File: src/rtl/vfc_pkg.sv
// Shared types and constants for the video frame capture block.
//   vfc_state_e : capture FSM states
//   DEF_DIM_W   : default width of coordinate/measurement counters
//   img_pixels  : pixel count of a capture window
package vfc_pkg;

    localparam int unsigned DEF_DIM_W = 12;

    typedef enum logic [1:0] {
        ST_IDLE,
        ST_WAIT_VS,
        ST_CAPTURE
    } vfc_state_e;

    function automatic int unsigned img_pixels(input int unsigned w, input int unsigned h);
        return w * h;
    endfunction

endpackage

File: src/rtl/vfc_if.sv
// Frame-buffer RAM write port.
//   wr_en   : write strobe
//   wr_addr : write address
//   wr_data : write data
// master = capture block (drives the port), slave = RAM side.
interface vfc_if #(
    parameter int unsigned DATA_W = 8,
    parameter int unsigned ADDR_W = 16
);
    logic              wr_en;
    logic [ADDR_W-1:0] wr_addr;
    logic [DATA_W-1:0] wr_data;

    modport master (output wr_en, output wr_addr, output wr_data);
    modport slave  (input  wr_en, input  wr_addr, input  wr_data);
endinterface

File: src/rtl/vfc_timing_meas.sv
// Sync edge detection, pixel/line coordinates and active-resolution measurement.
//   i_vs / i_de     : active-low vsync, data enable
//   o_x             : DE pixels seen so far in the current line (raw, before de_rise clear)
//   o_y             : DE lines completed since the last vsync fall
//   o_de_rise       : first DE cycle of a line
//   o_vs_fall       : frame start
//   o_h_active/o_v_active/o_timing_valid : measured resolution and its stability
module vfc_timing_meas #(
    parameter int unsigned DIM_W = 12
) (
    input  logic             clk,
    input  logic             rst_n,
    input  logic             i_vs,
    input  logic             i_de,
    output logic [DIM_W-1:0] o_x,
    output logic [DIM_W-1:0] o_y,
    output logic             o_de_rise,
    output logic             o_vs_fall,
    output logic [DIM_W-1:0] o_h_active,
    output logic [DIM_W-1:0] o_v_active,
    output logic             o_timing_valid
);
    localparam logic [DIM_W-1:0] CNT_MAX = '1;

    logic             r_vs_prev;
    logic             r_de_prev;
    logic [DIM_W-1:0] r_x;
    logic [DIM_W-1:0] r_y;
    logic [DIM_W-1:0] r_h_cur;
    logic [DIM_W-1:0] r_h_active;
    logic [DIM_W-1:0] r_v_active;
    logic             r_timing_valid;

    logic             w_vs_fall;
    logic             w_de_rise;
    logic             w_de_fall;
    logic [DIM_W-1:0] w_x;

    assign w_vs_fall = r_vs_prev & ~i_vs;
    assign w_de_rise = ~r_de_prev & i_de;
    assign w_de_fall = r_de_prev & ~i_de;
    // x of the pixel on the wire this cycle
    assign w_x       = w_de_rise ? '0 : r_x;

    always_ff @(posedge clk or negedge rst_n) begin
        if (!rst_n) begin
            r_vs_prev      <= 1'b1;
            r_de_prev      <= 1'b0;
            r_x            <= '0;
            r_y            <= '0;
            r_h_cur        <= '0;
            r_h_active     <= '0;
            r_v_active     <= '0;
            r_timing_valid <= 1'b0;
        end else begin
            r_vs_prev <= i_vs;
            r_de_prev <= i_de;
            // r_x holds last x + 1, i.e. the line length once DE drops
            if (i_de) begin
                r_x <= (w_x == CNT_MAX) ? CNT_MAX : w_x + 1'b1;
            end
            if (w_de_fall) begin
                r_h_cur <= r_x;
            end
            if (w_vs_fall) begin
                r_y <= '0;
                // a frame without DE lines carries no measurement
                if (r_y != '0) begin
                    r_h_active     <= r_h_cur;
                    r_v_active     <= r_y;
                    r_timing_valid <= (r_h_cur == r_h_active) && (r_y == r_v_active);
                end
            end else if (w_de_fall && (r_y != CNT_MAX)) begin
                r_y <= r_y + 1'b1;
            end
        end
    end

    assign o_x            = r_x;
    assign o_y            = r_y;
    assign o_de_rise      = w_de_rise;
    assign o_vs_fall      = w_vs_fall;
    assign o_h_active     = r_h_active;
    assign o_v_active     = r_v_active;
    assign o_timing_valid = r_timing_valid;

endmodule

File: src/rtl/video_frame_capture.sv
// Captures one IMG_W x IMG_H window of a frame into a RAM write port, row-major,
// and reports the measured active resolution of the incoming video.
//   clk, rst_n        : pixel clock, async active-low reset
//   i_vs/i_de/i_data  : raw parallel video in
//   i_arm             : capture request (ignored while busy)
//   o_busy/o_done/o_short : capture status; o_short flags a frame that ended early
//   o_wr              : RAM write port (master side)
//   o_h_active/o_v_active/o_timing_valid : measured resolution
module video_frame_capture
    import vfc_pkg::*;
#(
    parameter int unsigned IMG_W   = 225,
    parameter int unsigned IMG_H   = 225,
    parameter int unsigned START_X = 0,
    parameter int unsigned START_Y = 0,
    parameter int unsigned DATA_W  = 8,
    parameter int unsigned ADDR_W  = 16,
    parameter int unsigned DIM_W   = DEF_DIM_W
) (
    input  logic              clk,
    input  logic              rst_n,
    input  logic              i_vs,
    input  logic              i_de,
    input  logic [DATA_W-1:0] i_data,
    input  logic              i_arm,
    output logic              o_busy,
    output logic              o_done,
    output logic              o_short,
    vfc_if.master             o_wr,
    output logic [DIM_W-1:0]  o_h_active,
    output logic [DIM_W-1:0]  o_v_active,
    output logic              o_timing_valid
);
    localparam logic [ADDR_W-1:0] LAST_ADDR = ADDR_W'(img_pixels(IMG_W, IMG_H) - 1);

    logic [DIM_W-1:0] w_x;
    logic [DIM_W-1:0] w_y;
    logic [DIM_W-1:0] w_cur_x;
    logic             w_de_rise;
    logic             w_vs_fall;
    logic             w_x_ge;
    logic             w_x_lt;
    logic             w_y_ge;
    logic             w_y_lt;
    logic             w_in_win;

    vfc_timing_meas #(
        .DIM_W (DIM_W)
    ) u_meas (
        .clk            (clk),
        .rst_n          (rst_n),
        .i_vs           (i_vs),
        .i_de           (i_de),
        .o_x            (w_x),
        .o_y            (w_y),
        .o_de_rise      (w_de_rise),
        .o_vs_fall      (w_vs_fall),
        .o_h_active     (o_h_active),
        .o_v_active     (o_v_active),
        .o_timing_valid (o_timing_valid)
    );

    assign w_cur_x = w_de_rise ? '0 : w_x;

    // Lower bounds of zero would be constant-true compares
    if (START_X == 0) begin : g_x_lo_zero
        assign w_x_ge = 1'b1;
    end else begin : g_x_lo
        assign w_x_ge = ({1'b0, w_cur_x} >= (DIM_W+1)'(START_X));
    end
    if (START_Y == 0) begin : g_y_lo_zero
        assign w_y_ge = 1'b1;
    end else begin : g_y_lo
        assign w_y_ge = ({1'b0, w_y} >= (DIM_W+1)'(START_Y));
    end
    assign w_x_lt   = ({1'b0, w_cur_x} < (DIM_W+1)'(START_X + IMG_W));
    assign w_y_lt   = ({1'b0, w_y} < (DIM_W+1)'(START_Y + IMG_H));
    assign w_in_win = i_de & w_x_ge & w_x_lt & w_y_ge & w_y_lt;

    vfc_state_e        r_state;
    vfc_state_e        w_state_d;
    logic [ADDR_W-1:0] r_addr;
    logic [ADDR_W-1:0] r_wr_addr;
    logic [DATA_W-1:0] r_wr_data;
    logic              r_wr_en;
    logic              r_done;
    logic              r_short;
    logic              w_cap;
    logic              w_clr_addr;
    logic              w_done_d;
    logic              w_short_d;
    logic              w_last_wr;

    assign w_last_wr = r_wr_en && (r_wr_addr == LAST_ADDR);

    always_comb begin
        w_state_d  = r_state;
        w_cap      = 1'b0;
        w_clr_addr = 1'b0;
        w_done_d   = 1'b0;
        w_short_d  = 1'b0;
        case (r_state)
            ST_IDLE: begin
                if (i_arm) begin
                    w_state_d = ST_WAIT_VS;
                end
            end
            ST_WAIT_VS: begin
                if (w_vs_fall) begin
                    w_state_d  = ST_CAPTURE;
                    w_clr_addr = 1'b1;
                end
            end
            ST_CAPTURE: begin
                if (w_last_wr) begin
                    // success wins over a vsync fall in the same cycle
                    w_state_d = ST_IDLE;
                    w_done_d  = 1'b1;
                end else if (w_vs_fall && !(w_in_win && (r_addr == LAST_ADDR))) begin
                    w_state_d = ST_IDLE;
                    w_done_d  = 1'b1;
                    w_short_d = 1'b1;
                end else begin
                    w_cap = w_in_win;
                end
            end
            default: w_state_d = ST_IDLE;
        endcase
    end

    always_ff @(posedge clk or negedge rst_n) begin
        if (!rst_n) begin
            r_state   <= ST_IDLE;
            r_addr    <= '0;
            r_wr_addr <= '0;
            r_wr_data <= '0;
            r_wr_en   <= 1'b0;
            r_done    <= 1'b0;
            r_short   <= 1'b0;
        end else begin
            r_state <= w_state_d;
            r_wr_en <= w_cap;
            r_done  <= w_done_d;
            r_short <= w_short_d;
            if (w_cap) begin
                r_wr_addr <= r_addr;
                r_wr_data <= i_data;
            end
            if (w_clr_addr) begin
                r_addr <= '0;
            end else if (w_cap) begin
                r_addr <= r_addr + 1'b1;
            end
        end
    end

    assign o_busy        = (r_state != ST_IDLE);
    assign o_done        = r_done;
    assign o_short       = r_short;
    assign o_wr.wr_en    = r_wr_en;
    assign o_wr.wr_addr  = r_wr_addr;
    assign o_wr.wr_data  = r_wr_data;

endmodule

File: src/flat_wrapper.sv
// flat-port wrapper written by rule: the top's interface ports become plain ports
module video_frame_capture_flat import vfc_pkg::*;
#(
    parameter int unsigned IMG_W   = 225,
    parameter int unsigned IMG_H   = 225,
    parameter int unsigned START_X = 0,
    parameter int unsigned START_Y = 0,
    parameter int unsigned DATA_W  = 8,
    parameter int unsigned ADDR_W  = 16,
    parameter int unsigned DIM_W   = DEF_DIM_W
)
  (clk, rst_n, i_vs, i_de, i_data, i_arm, o_busy, o_done, o_short, o_h_active, o_v_active, o_timing_valid, o_wr_wr_en, o_wr_wr_addr, o_wr_wr_data);
  vfc_if #(.DATA_W(DATA_W), .ADDR_W(ADDR_W)) o_wr_i ();
  input  logic clk;
  input  logic rst_n;
  input  logic i_vs;
  input  logic i_de;
  input  logic [DATA_W-1:0] i_data;
  input  logic i_arm;
  output logic o_busy;
  output logic o_done;
  output logic o_short;
  output logic [DIM_W-1:0] o_h_active;
  output logic [DIM_W-1:0] o_v_active;
  output logic o_timing_valid;
  output wire logic [$bits(o_wr_i.wr_en)-1:0] o_wr_wr_en;
  output wire logic [$bits(o_wr_i.wr_addr)-1:0] o_wr_wr_addr;
  output wire logic [$bits(o_wr_i.wr_data)-1:0] o_wr_wr_data;
  assign o_wr_wr_en = o_wr_i.wr_en;
  assign o_wr_wr_addr = o_wr_i.wr_addr;
  assign o_wr_wr_data = o_wr_i.wr_data;
  video_frame_capture #(.IMG_W(IMG_W), .IMG_H(IMG_H), .START_X(START_X), .START_Y(START_Y), .DATA_W(DATA_W), .ADDR_W(ADDR_W), .DIM_W(DIM_W)) u_core (.clk(clk), .rst_n(rst_n), .i_vs(i_vs), .i_de(i_de), .i_data(i_data), .i_arm(i_arm), .o_busy(o_busy), .o_done(o_done), .o_short(o_short), .o_wr(o_wr_i), .o_h_active(o_h_active), .o_v_active(o_v_active), .o_timing_valid(o_timing_valid));
endmodule
File: config.mk
export PLATFORM = sky130hd
export DESIGN_NAME = video_frame_capture_flat
export DESIGN_NICKNAME = d
export VERILOG_FILES = /design/src/rtl/vfc_pkg.sv /design/src/rtl/vfc_if.sv /design/src/rtl/vfc_timing_meas.sv /design/src/rtl/video_frame_capture.sv /design/src/flat_wrapper.sv
export SDC_FILE = /design/constraint.sdc
export NUM_CORES = 1
export LEC_CHECK = 0
export BUFFER_PORTS_ARGS = -buffer_cell sky130_fd_sc_hd__buf_2
export CAP_MARGIN = 10
export CORE_UTILIZATION = 30
export DETAILED_ROUTE_END_ITERATION = 7
export GPL_ROUTABILITY_DRIVEN = 0
export SLEW_MARGIN = 20
export SYNTH_ARGS = -nofsm -noshare
export SYNTH_HDL_FRONTEND = slang
export SYNTH_SLANG_ARGS = --single-unit
File: constraint.sdc
create_clock -name clk -period 2.4 [get_ports clk]
set_input_delay 0.24 -clock clk [delete_from_list [all_inputs] [get_ports clk]]
set_output_delay 0.24 -clock clk [all_outputs]
set_load 0.01 [all_outputs]
# Yosys cells after proc, flatten, opt, wreduce, memory -nomap -nowiden
# Index checks and enable logic that the tools add are counted.
# word_totals
ff_bits	108
latchBits	0
ramBits	0
mem_bits_ro	0
output_inout_bits	53
elab_cells	73
mem_count	0
# op_classes
n_addsub	3
mul	0
n_div	0
order_cmp	2
n_eq_ne	11
shift	0
n_mux	21
n_bitwise	8
n_reduce_logical	13
# op_table
cell	n
12-bit two-way mux	4
16-bit == test, second input constant	2
16-bit two-way mux	2
12-bit by 1-bit adder with 12-bit output, second input constant	2
12-bit == test	2
12-bit by 8-bit less-than comparator with 1-bit output, second input constant	2
16-bit by 1-bit adder with 16-bit output, second input constant	1
12-bit == test, second input constant	1
12-bit inequality test, second input constant	1
12-bit nonzero test	1
1-bit two-way mux	10
2-bit two-way mux	4
2-bit one-hot mux with 3 select lines	1
2-bit nonzero test	3
1-bit AND	5
1-bit logical AND	5
3-bit by 1-bit inequality test with 1-bit output, second input constant	1
1-bit NOT	3
3-bit AND reduction	1
2-bit by 1-bit == test with 1-bit output, second input constant	1
2-bit == test, second input constant	1
2-bit logical NOT	1
2-bit by 1-bit inequality test with 1-bit output, second input constant	1
2-bit inequality test, second input constant	1
other kinds (2)	2

# Depth between registers and ports, before layout
# Gate-level depths: netlist of the first run.
# depth
ltp_word	14
mapped_depth	11
ltp_nobuf	9

# Cells and area by module
# A second synthesis of the first run with hierarchy kept.
# unflattened
hier_cells	488
area_unflattened_um2	5650.4
# by_module_without_submodules
mod	n_inst	cells_per_inst	area_each_um2	seq_area_each_um2
vfc_timing_meas	1	279	3184.3	1577.8
video_frame_capture	1	209	2466.1	1126.1

# Worst setup path after synthesis of the first run
# Ideal clock, no wire load.
# synth_timing
path_kind	register -> register
start	register u_core.u_meas.r_de_prev
end	register u_core.r_wr_addr[0] (netlist: u_core.o_wr.wr_addr[0])
setup_ps	128
arrival_ps	2477
required_time_ps	2272
path_slack_ps	-205
stages_incl_launch_ff	12
path_buffers	2
period_less_slack_ps	2605
path_cell_list	dfrtp_1 clkbuf_1 nand2b_1 and2_1 inv_1 ha_1 nor3b_1 or4_4 nand4_4 nor2_4 buf_6 mux2_1
# synth_via
elab_chain_cells	12
# synth_lines
item	line_no	rtl
start, declared	vfc_timing_meas.sv:26	logic r_de_prev;
start signal, assigned	vfc_timing_meas.sv:57	r_de_prev <= i_de;
1-bit NOT *	vfc_timing_meas.sv:40	assign w_de_rise = ~r_de_prev & i_de;
1-bit AND *	vfc_timing_meas.sv:40	
12-bit two-way mux *	video_frame_capture.sv:63	assign w_cur_x = w_de_rise ? '0 : w_x;
12-bit by 8-bit less-than comparator with 1-bit output *	video_frame_capture.sv:76	assign w_x_lt = ({1'b0, w_cur_x} < (DIM_W+1)'(START_X + IMG_W));
1-bit AND * (2 in series)	video_frame_capture.sv:78	assign w_in_win = i_de & w_x_ge & w_x_lt & w_y_ge & w_y_lt;
1-bit logical AND	video_frame_capture.sv:119	end else if (w_vs_fall && !(w_in_win && (r_addr == LAST_ADDR))) begin
1-bit logical NOT	video_frame_capture.sv:119	
1-bit logical AND	video_frame_capture.sv:119	
1-bit two-way mux *	video_frame_capture.sv:119	
1-bit two-way mux *	video_frame_capture.sv:115	if (w_last_wr) begin
1-bit two-way mux *	video_frame_capture.sv:102	case (r_state)
end signal, assigned	video_frame_capture.sv:146	r_wr_addr <= r_addr;
end, declared	video_frame_capture.sv:83	logic [ADDR_W-1:0] r_wr_addr;
# Every way passes the cells marked *; elsewhere a longest branch is shown, timed or not.
# A chain may end at the register's enable or synchronous reset.

# Worst setup path after layout of the first run
# layout_timing
start	register u_core.u_meas.r_de_prev
end	register u_core.r_addr[12]
# layout_via
elab_chain_cells	13
# layout_lines
item	line_no	rtl
1-bit NOT *	vfc_timing_meas.sv:40	
1-bit AND *	vfc_timing_meas.sv:40	
12-bit two-way mux *	video_frame_capture.sv:63	
12-bit by 8-bit less-than comparator with 1-bit output *	video_frame_capture.sv:76	
1-bit AND * (2 in series)	video_frame_capture.sv:78	
1-bit logical AND	video_frame_capture.sv:119	
1-bit logical NOT	video_frame_capture.sv:119	
1-bit logical AND	video_frame_capture.sv:119	
1-bit two-way mux *	video_frame_capture.sv:119	
1-bit two-way mux *	video_frame_capture.sv:115	
1-bit two-way mux *	video_frame_capture.sv:102	
2-bit nonzero test (no line) *	--	
end signal, assigned	video_frame_capture.sv:152	r_addr <= r_addr + 1'b1;
end, declared	video_frame_capture.sv:82	logic [ADDR_W-1:0] r_addr;
# Marked as above.

==> flow_summary.ini, run 1 <==
[power]
power.density_nw_per_um2 = 711.9
p_int_w = 0.003278
switchingPower_w = 0.001364
clock_power_share = 0.310
swShare = 0.2939
sequentialPowerShare = 0.470
comb_power_share = 0.220
power.leakage_nw = 3.152
irDropWorstVdd_mv = 0.4039
totalPowerFinal_w = 0.004642

[timing]
slew-limit-headroom = 0.5950
report.final.hold_viol_count = 0
finalWorstSetupSlack_ps = 111.1
post-route-min-period_ps = 2289
slew_violations = 0
setup-tns-final_ps = 0
timing.fmax_mhz = 436.9
actual_transition_at_the_worst_max_transition_pin_ps = 601.9
unrepaired_setup_endpoints_after_global_routing = no
setup_skew_ps = 11.49
post-route-period-util = 0.9537
final_number_of_setup_violating_endpoints = 0

[setup_path]
end_kind = flop
worst-endpoint-required_ps = 2680
maximum_net_fanout_on_the_critical_path = 15
timing.critical_path.arrival_ps = 2570
worst-path-buf-inv = 2
crit_family = simple AND/OR/NAND/NOR gates
critPathLaunchType = flop
critical_path.max_stage_delay_ps = 490
criticalPathCategory = flop to flop
crit_chain = nand2b_4, and2_4, inv_1, ha_1, nor3b_2, or4_4, nand4_4, buf_12, or4_1, a21oi_2
max_stage_delay_cell_worst_path = or4_1

[flow_run]
cap_violations = 0

[logic_synthesis]
synth_ff_type = dfrtp_1
ys_top_cells_by_area = dfrtp_1 49%, mux2_2 9.7%, xor2_1 3.9%
synth-edff-count = 0
postSynthNetCount = 521
syn-cell-area_um2 = 5440
synth.yosys.warnings = 0
synth_top_cell_by_area = dfrtp_1
yosys.cell_count.top_type = dfrtp_1
yosys.area.top_type_share = 0.4922
seq_area_frac_synth = 0.4970
postSynthRegisterBits = 108
gate_count_after_technology_mapping = 502
syn-mean-instance-area_um2 = 10.84
async_set_or_reset_register_ratio_after_synthesis = 1.000
ys_top_cells_by_count = 107 x dfrtp_1, 54 x nand2_1, 47 x mux2_2
distinct_cells_synth = 63

[clock_network]
tritoncts_num_sinks = 108
cts_tree = done
insertion_delay_ps = 360
root_buffer_cell = clkbuf_16
cts-buffers-inserted = 9
htree_num_levels = 3
cts-root-to-sink-buffers = 2
clkTransAtPathRegs_ps = 70

[grt]
vias_in_the_first_global_route = 4064
grt_overflow_total = 0
grt_util_all_layers = 0.1439
pin_count_of_the_biggest_net_entering_global_routing = 66
wire_length_of_the_first_global_routing_pass_um = 20690
antenna_found_initial = 0

[route]
detail_route.wl_per_cell_um = 15.30
initialDrtViolationCount = 319
postRouteWirelength_um = 12500
dr_pass1_iterations = 5
num_vias = 4147
vias_per_cell = 5.076
detail-route-antenna-nets = 0
drt_drc_violations_left = 0

[layout]
diodes = 0
area_used_by_sequential_logic_in_the_layout_um2 = 2704
multi_input_area_um2 = 2584
share_of_post_route_cells_with_drive_strength_above_1 = 0.2990
layout.cells.non_filler = 817
final_net_count = 606
fill_cells = 1731
area_delta_synth_final_pct = 19.87

[place]
dp.final_hpwl_um = 9185
pre_cts_ws_ps = 93.09
io_buffer_count = 65
dp.cells = 798

[floorplanning]
die_h_um = 136.7
start_util = 0.3113
fp-row-count = 48
top_level_ports = 66
placeableCoreArea_um2 = 17480
design.die.area_um2 = 18680
floorplan.die.width_um = 136.7

[hold_path]
hold_class = primary input to flop

[run_status]
run_status = finished clean
## cell usage in the layout, fill, tap and decap left out, drive strengths merged, types with 2 or more instances in the layout
master / count
a21oi: 13
dfrtp: 107
mux2i: 14
nand3b: 2
o211ai: 3
nor3b: 5
xor2: 24
and2: 5
nor2: 26
mux2: 49
or4: 3
nand3: 22
xnor2: 10
o31ai: 3
nor4bb: 2
nand4: 15
nand2b: 16
a21boi: 2
dlygate4sd3: 2
a31oi: 3
nor4: 16
and4: 5
ha: 6
nor3: 10
buf: 95
inv: 15
o41ai: 2
clkinvlp: 2
nor2b: 4
o21ai: 16
and3: 7
clkbuf: 12
nand2: 54
or2: 2
## cell families after synthesis
logic type               Yosys count  share of synthesized area
adder cells (fa/ha/maj)            6                    0.01380
AO/OA/AOI/OAI                     55                    0.06647
XOR/XNOR                          34                    0.05474
multiplexers                      63                     0.1272
AND/OR/NAND/NOR                  199                     0.2072
flip-flops                       108                     0.4970
buffers and inverters             37                    0.03358
## power by group through the flow
stage	combinational, W	sequential (W)	clock [W]
floorplan	0.000528	0.00228	0
global placement	0.00100	0.00221	0
detailed placement	0.00102	0.00222	0
CTS	0.00103	0.00218	0.00149
global route	0.00114	0.00222	0.00156
finish	0.00102	0.00218	0.00144
## worst paths after layout
kind / start / endpoint / slack (ps) / cells after the start
setup / recovery: u_core.u_meas.r_de_prev / u_core.r_addr[12] / 110 / 10
hold / removal: i_data[6] / u_core.o_wr.wr_data[6] / 120 / 2
setup reg to reg: u_core.u_meas.r_de_prev / u_core.r_addr[12] / 110 / 10
hold reg to reg: u_core.o_wr.wr_data[3] / u_core.o_wr.wr_data[3] / 500 / 1
max in group asynchronous: rst_n / u_core.u_meas.o_v_active[0] / 1220 / 3
min in group asynchronous: rst_n / u_core.r_addr[15] / 430 / 2
## final cells by class
class,count,share of cell area
well taps,225,0.04317
inverters,14,0.008058
clock buffers,12,0.03933
repair buffers,97,0.09363
flip-flops and latches,108,0.4146
clock inverters,4,0.004988
multi-input cells,357,0.3962
## flip-flops by register name, indices dropped and copies added, names as in the netlist
register and cells:
u_core.o_wr.wr_en 1, u_core.r_addr 16, u_core.o_wr.wr_data 8, u_core.o_done 1, u_core.r_state 2, u_core.u_meas.r_h_cur 12, u_core.u_meas.r_vs_prev 1, u_core.u_meas.o_y 12
u_core.u_meas.o_v_active 12, u_core.u_meas.o_x 12, u_core.u_meas.o_h_active 12, u_core.o_short 1, u_core.u_meas.r_de_prev 1, u_core.o_wr.wr_addr 16, u_core.u_meas.o_timing_valid 1
## layer usage
metal	share of wire	vias to the layer above	GRT usage
met2	0.47	128	0.2312
met5	0	-	0
li1	-	1960	-
met1	0.46	2035	0.1876
met4	0.022	0	0.05432
met3	0.047	24	0.03296
## through the flow
stage,hold WS (ps),area [um2],util
2_1_floorplan,-55.59,5460,-
3_3_place_gp,272.1,6191,0.3542
3_5_place_dp,280.0,6191,0.3542
4_1_cts,103.3,6500,0.3719
5_1_grt,108.9,6521,0.3731
6_report,119.0,6521,0.3731
## repair_timing
item,4_1_cts,5_1_grt
resized for setup,0,3
hold buffers,2,0
buffers inserted,0,1
setup endpoints to repair,0,31
endpoints found under the hold margin,43,0
Power figures use the tool's default switching activity.
==> inputs of run 2 (changes only) <==
--- a/config.mk
+++ b/config.mk
@@ -5,6 +5,7 @@
 export SDC_FILE = /design/constraint.sdc
 export NUM_CORES = 1
 export LEC_CHECK = 0
+export ABC_AREA = 1
 export BUFFER_PORTS_ARGS = -buffer_cell sky130_fd_sc_hd__buf_2
 export CAP_MARGIN = 10
 export CORE_UTILIZATION = 30
==> flow_summary.ini, run 2 <==
[logic_synthesis]
synth.yosys.warnings = 0
ys_top_cells_by_area = dfrtp_1 48%, nand2_1 13%, inv_1 5.0%
postSynthRegisterBits = 108
syn-mean-instance-area_um2 = 7.980
synth_top_cell_by_area = dfrtp_1
yosys.area.top_type_share = 0.4842
yosys.cell_count.top_type = nand2_1
postSynthNetCount = 712
seq_area_frac_synth = 0.4889
distinct_cells_synth = 38
ys_top_cells_by_count = 189 x nand2_1, 107 x dfrtp_1, 73 x inv_1
syn-cell-area_um2 = 5530
synth_ff_type = dfrtp_1
synth-edff-count = 0
async_set_or_reset_register_ratio_after_synthesis = 1.000
gate_count_after_technology_mapping = 693

[clock_network]
tritoncts_num_sinks = 108
clkTransAtPathRegs_ps = 80
htree_num_levels = 3
root_buffer_cell = clkbuf_16
post-cts-setup-buffer-count = 0
cts_tree = done
cts-buffers-inserted = 9
cts-root-to-sink-buffers = 2
insertion_delay_ps = 360

[timing]
setup_skew_ps = 12.17
finalWorstSetupSlack_ps = 310.7
setup-tns-final_ps = 0
actual_transition_at_the_worst_max_transition_pin_ps = 670.5
report.final.hold_viol_count = 0
slew-limit-headroom = 0.5508
post-route-period-util = 0.8705
slew_violations = 0
post-route-min-period_ps = 2089
timing.fmax_mhz = 478.6
unrepaired_setup_endpoints_after_global_routing = no
final_number_of_setup_violating_endpoints = 0

[layout]
share_of_post_route_cells_with_drive_strength_above_1 = 0.1482
final_net_count = 783
area_delta_synth_final_pct = 17.01
fill_cells = 1870
final_common_cell = nand2_1
diodes = 0
layout.cells.most_common_list = 189 x nand2_1, 107 x dfrtp_1, 73 x inv_1

[place]
dp.final_hpwl_um = 9077
pre_cts_ws_ps = 250.4
io_buffer_count = 65

[floorplanning]
top_level_ports = 66
start_util = 0.3068
design.die.area_um2 = 18980
die_h_um = 137.8
placeableCoreArea_um2 = 18020
fp-row-count = 49
floorplan.die.width_um = 137.8

[route]
vias_per_cell = 4.608
dr_pass1_iterations = 5
drt_drc_violations_left = 0
initialDrtViolationCount = 306
detail_route.wl_per_cell_um = 12.66
detail-route-antenna-nets = 0
num_vias = 4599
postRouteWirelength_um = 12640

[grt]
grt_util_all_layers = 0.1435
pin_count_of_the_biggest_net_entering_global_routing = 58
wire_length_of_the_first_global_routing_pass_um = 21290
antenna_found_initial = 0
vias_in_the_first_global_route = 4293
grt_overflow_total = 0

[hold_path]
hold_class = primary input to flop

[setup_path]
max_stage_delay_cell_worst_path = dfrtp_1
timing.critical_path.arrival_ps = 2340
crit_chain = inv_1, ha_1, nand2_1, nor2_1, nor2_1, nor2_1, nand2_1, nor2_2, o211ai_4, buf_4, nand2_1, nand2_1
criticalPathCategory = flop to flop
critical_path.max_stage_delay_ps = 420
end_kind = flop
crit_top_cell = nand2_1
maximum_net_fanout_on_the_critical_path = 23
critPathLaunchType = flop
worst-endpoint-required_ps = 2650

[power]
power.leakage_nw = 3.235
power.density_nw_per_um2 = 782.9
irDropWorstVdd_mv = 0.4196

[flow_run]
cap_violations = 0

[run_status]
run_status = finished clean
==> run 2: final timing paths <==
| check | start | to | slack (ps) | cells past startpoint |
|---|---|---|---|---|
| hold reg to reg | u_core.o_wr.wr_data[7] | u_core.o_wr.wr_data[7] | 490 | 2 |
| setup reg to reg | u_core.u_meas.o_y[1] | u_core.o_wr.wr_data[0] | 310 | 12 |
| setup / recovery | u_core.u_meas.o_y[1] | u_core.o_wr.wr_data[0] | 310 | 12 |
| min in group asynchronous | rst_n | u_core.o_wr.wr_addr[3] | 410 | 2 |
| max in group asynchronous | rst_n | u_core.u_meas.o_v_active[4] | 1310 | 3 |
| hold / removal | i_data[1] | u_core.o_wr.wr_data[1] | 70 | 3 |
==> run 2: layer usage <==
metal | track usage | wire length [um]
met4 | 0.04831 | 147
met3 | 0.02943 | 490
met2 | 0.2281 | 5832
met1 | 0.1933 | 6167
met5 | 0 | 0
==> run 2: cells by family (layout without fill, tap and decap cells) <==
logic type               after synthesis  in the layout  share of synthesized area
adder cells (fa/ha/maj)                6              6                    0.01357
XOR/XNOR                              39             39                    0.06177
AND/OR/NAND/NOR                      356            356                     0.2744
AO/OA/AOI/OAI                         89             89                    0.09095
flip-flops                           108            108                     0.4889
buffers and inverters                 95            171                    0.07036
==> run 2: per-stage QoR <==
step	utilization	cell area (um2)	std cells	power (W)	hold WS, ps
finish	0.3590	6471	998	0.005066	71.75
global route	0.3590	6471	998	0.005398	68.12
CTS	0.3587	6466	998	0.005140	58.17
detailed placement	0.3408	6143	980	0.003612	260.4
global placement	0.3408	6143	980	0.003595	252.0
floorplan	-	5530	693	0.003138	-55.59
==> run 2: critical path: cells and delay by family, from the launching register on <==
| family | cells | cell delay [ps] |
|---|---|---|
| AND/OR/NAND/NOR | 8 | 730 |
| adder cells (fa/ha/maj) | 1 | 160 |
| AO/OA/AOI/OAI | 1 | 250 |
| buffers and inverters | 2 | 410 |
| flip-flops | 1 | 420 |
==> run 2: power breakdown <==
part	switching (W)	internal [W]	leakage, nW	total [W]
Combinational	0.000696	0.000490	1.66	0.00119
Clock	0.000765	0.000740	0.144	0.00150
Sequential	0.000259	0.00212	1.43	0.00238
Total	0.00172	0.00335	3.23	0.00507
==> run 2: repair_timing <==
action | CTS | global route
hold buffers | 2 | 0
endpoints found under the hold margin | 36 | 0
setup endpoints to repair | 0 | 6
gates resized for setup | 0 | 1
==> run 2: layout make-up <==
type                            count  area, um2  area share
Sequential cell                   108       2704      0.4178
Multi-Input combinational cell    490       2442      0.3774
Clock buffer                        9      225.2     0.03480
Tap cell                          229      286.5     0.04428
Timing Repair Buffer               79      450.4     0.06961
Clock inverter                      7      77.57     0.01199
Inverter                           76      285.3     0.04408
==> inputs of run 3 (changes only) <==
--- a/config.mk
+++ b/config.mk
@@ -11,6 +11,7 @@
 export CORE_UTILIZATION = 30
 export DETAILED_ROUTE_END_ITERATION = 7
 export GPL_ROUTABILITY_DRIVEN = 0
+export RECOVER_POWER = 25
 export SLEW_MARGIN = 20
 export SYNTH_ARGS = -nofsm -noshare
 export SYNTH_HDL_FRONTEND = slang
==> flow_summary.ini, run 3 (same netlist as run 2, synthesis figures left out) <==
[timing]
timing.fmax_mhz = 478.2
finalWorstSetupSlack_ps = 308.8
setup-tns-final_ps = 0
post-route-period-util = 0.8713
slew_violations = 0
slew-limit-headroom = 0.3378
final_number_of_setup_violating_endpoints = 0
actual_transition_at_the_worst_max_transition_pin_ps = 993.3
post-route-min-period_ps = 2091
unrepaired_setup_endpoints_after_global_routing = no
report.final.hold_viol_count = 0
setup_skew_ps = 12.14

[setup_path]
worst-endpoint-required_ps = 2650
criticalPathCategory = flop to flop
critPathLaunchType = flop
end_kind = flop
maximum_net_fanout_on_the_critical_path = 23
timing.critical_path.arrival_ps = 2340

[route]
detail-route-antenna-nets = 0
postRouteWirelength_um = 12640
drt_drc_violations_left = 0
detail_route.wl_per_cell_um = 12.67
dr_pass1_iterations = 5
vias_per_cell = 4.616
num_vias = 4607
initialDrtViolationCount = 307

[grt]
antenna_found_initial = 0
grt_overflow_total = 0
grt_util_all_layers = 0.1435
wire_length_of_the_first_global_routing_pass_um = 21290
pin_count_of_the_biggest_net_entering_global_routing = 58
vias_in_the_first_global_route = 4293

[place]
io_buffer_count = 65
dp.final_hpwl_um = 9077
pre_cts_ws_ps = 250.4
placed_area_um2 = 6143

[floorplanning]
floorplan.die.width_um = 137.8
die_h_um = 137.8
top_level_ports = 66
fp-row-count = 49
design.die.area_um2 = 18980
placeableCoreArea_um2 = 18020
start_util = 0.3068

[power]
power.density_nw_per_um2 = 783.4
p_int_w = 0.003328
clock_power_share = 0.298
sequentialPowerShare = 0.471
power.leakage_nw = 3.164
irDropWorstVdd_mv = 0.4196
swShare = 0.3408
switchingPower_w = 0.001720
comb_power_share = 0.231

[layout]
share_of_post_route_cells_with_drive_strength_above_1 = 0.1261
diodes = 0
fill_cells = 1877
final_net_count = 783
final_common_cell = nand2_1
final_util = 0.3576
finish.instance_area_um2 = 6445
layout.cells.most_common_list = 189 x nand2_1, 107 x dfrtp_1, 73 x inv_1
area_delta_synth_final_pct = 16.54

[clock_network]
cts-root-to-sink-buffers = 2
cts_tree = done
insertion_delay_ps = 360
root_buffer_cell = clkbuf_16
cts-buffers-inserted = 9
htree_num_levels = 3
tritoncts_num_sinks = 108
clkTransAtPathRegs_ps = 80

[run_status]
run_status = finished clean

[flow_run]
cap_violations = 0

[hold_path]
hold_class = primary input to flop
## run 3: cell count changes in the layout (fill, tap and decap cells not counted)
cell	before	now
buf_2	64	48
buf_4	12	10
clkbuf_1	0	17
clkbuf_2	0	1
## run 3: routing by layer
| layer | GRT usage | vias to the layer above | share of wire |
|---|---|---|---|
| li1 | - | 2368 | - |
| met1 | 0.1933 | 2113 | 0.49 |
| met2 | 0.2281 | 113 | 0.46 |
| met3 | 0.02943 | 13 | 0.039 |
| met4 | 0.04831 | 0 | 0.013 |
| met5 | 0 | - | 0 |
## run 3: power groups by stage
stage | registers (W) | logic (W) | clock network [W]
after CTS | 0.00238 | 0.00121 | 0.00156
after detailed placement | 0.00241 | 0.00120 | 0
after floorplan | 0.00245 | 0.000686 | 0
after global placement | 0.00241 | 0.00118 | 0
final | 0.00238 | 0.00117 | 0.00150
after global routing | 0.00242 | 0.00134 | 0.00163
## run 3: layout make-up
type / count / area (um2) / area share
repair buffers: 79 / 424.2 / 0.06581
inverters: 76 / 285.3 / 0.04426
well taps: 229 / 286.5 / 0.04446
clock buffers: 9 / 225.2 / 0.03494
flip-flops and latches: 108 / 2704 / 0.4195
multi-input cells: 490 / 2442 / 0.3790
clock inverters: 7 / 77.57 / 0.01204
## run 3: path summary, 6_finish.rpt
check                                        from                      to  slack [ps]  cells past startpoint
min in group asynchronous                   rst_n  u_core.o_wr.wr_addr[3]         600                      2
hold / removal                          i_data[1]  u_core.o_wr.wr_data[1]          70                      3
max in group asynchronous                   rst_n       u_core.r_addr[14]         580                      3
hold reg to reg            u_core.o_wr.wr_data[7]  u_core.o_wr.wr_data[7]         490                      2
setup / recovery             u_core.u_meas.o_y[1]  u_core.o_wr.wr_data[0]         310                     12
setup reg to reg             u_core.u_meas.o_y[1]  u_core.o_wr.wr_data[0]         310                     12
## run 3: timing repair
item                                    4_1_cts  5_1_grt
endpoints found under the setup margin        0        6
resized for setup                             0        1
hold buffers                                  2        0
buffers inserted                              0        0
endpoints found under the hold margin        36        0
## run 3: metrics by stage
| step | cells | hold slack [ps] | power, W |
|---|---|---|---|
| 6_report | 998 | 72.86 | 0.005049 |
| 5_1_grt | 998 | 68.12 | 0.005381 |
| 4_1_cts | 998 | 58.17 | 0.005140 |
| 3_5_place_dp | 980 | 260.4 | 0.003612 |
| 3_3_place_gp | 980 | 252.0 | 0.003595 |
| 2_1_floorplan | 693 | -55.59 | 0.003138 |
## run 3: critical path, cell delays in order (launching register included)
cell and delay, ps:
dfrtp_1 420, inv_1 130, ha_1 170, nand2_1 50
nor2_1 170, nor2_1 100, nor2_1 100, nand2_1 60
nor2_2 140, o211ai_4 250, buf_4 280, nand2_1 60
nand2_1 50
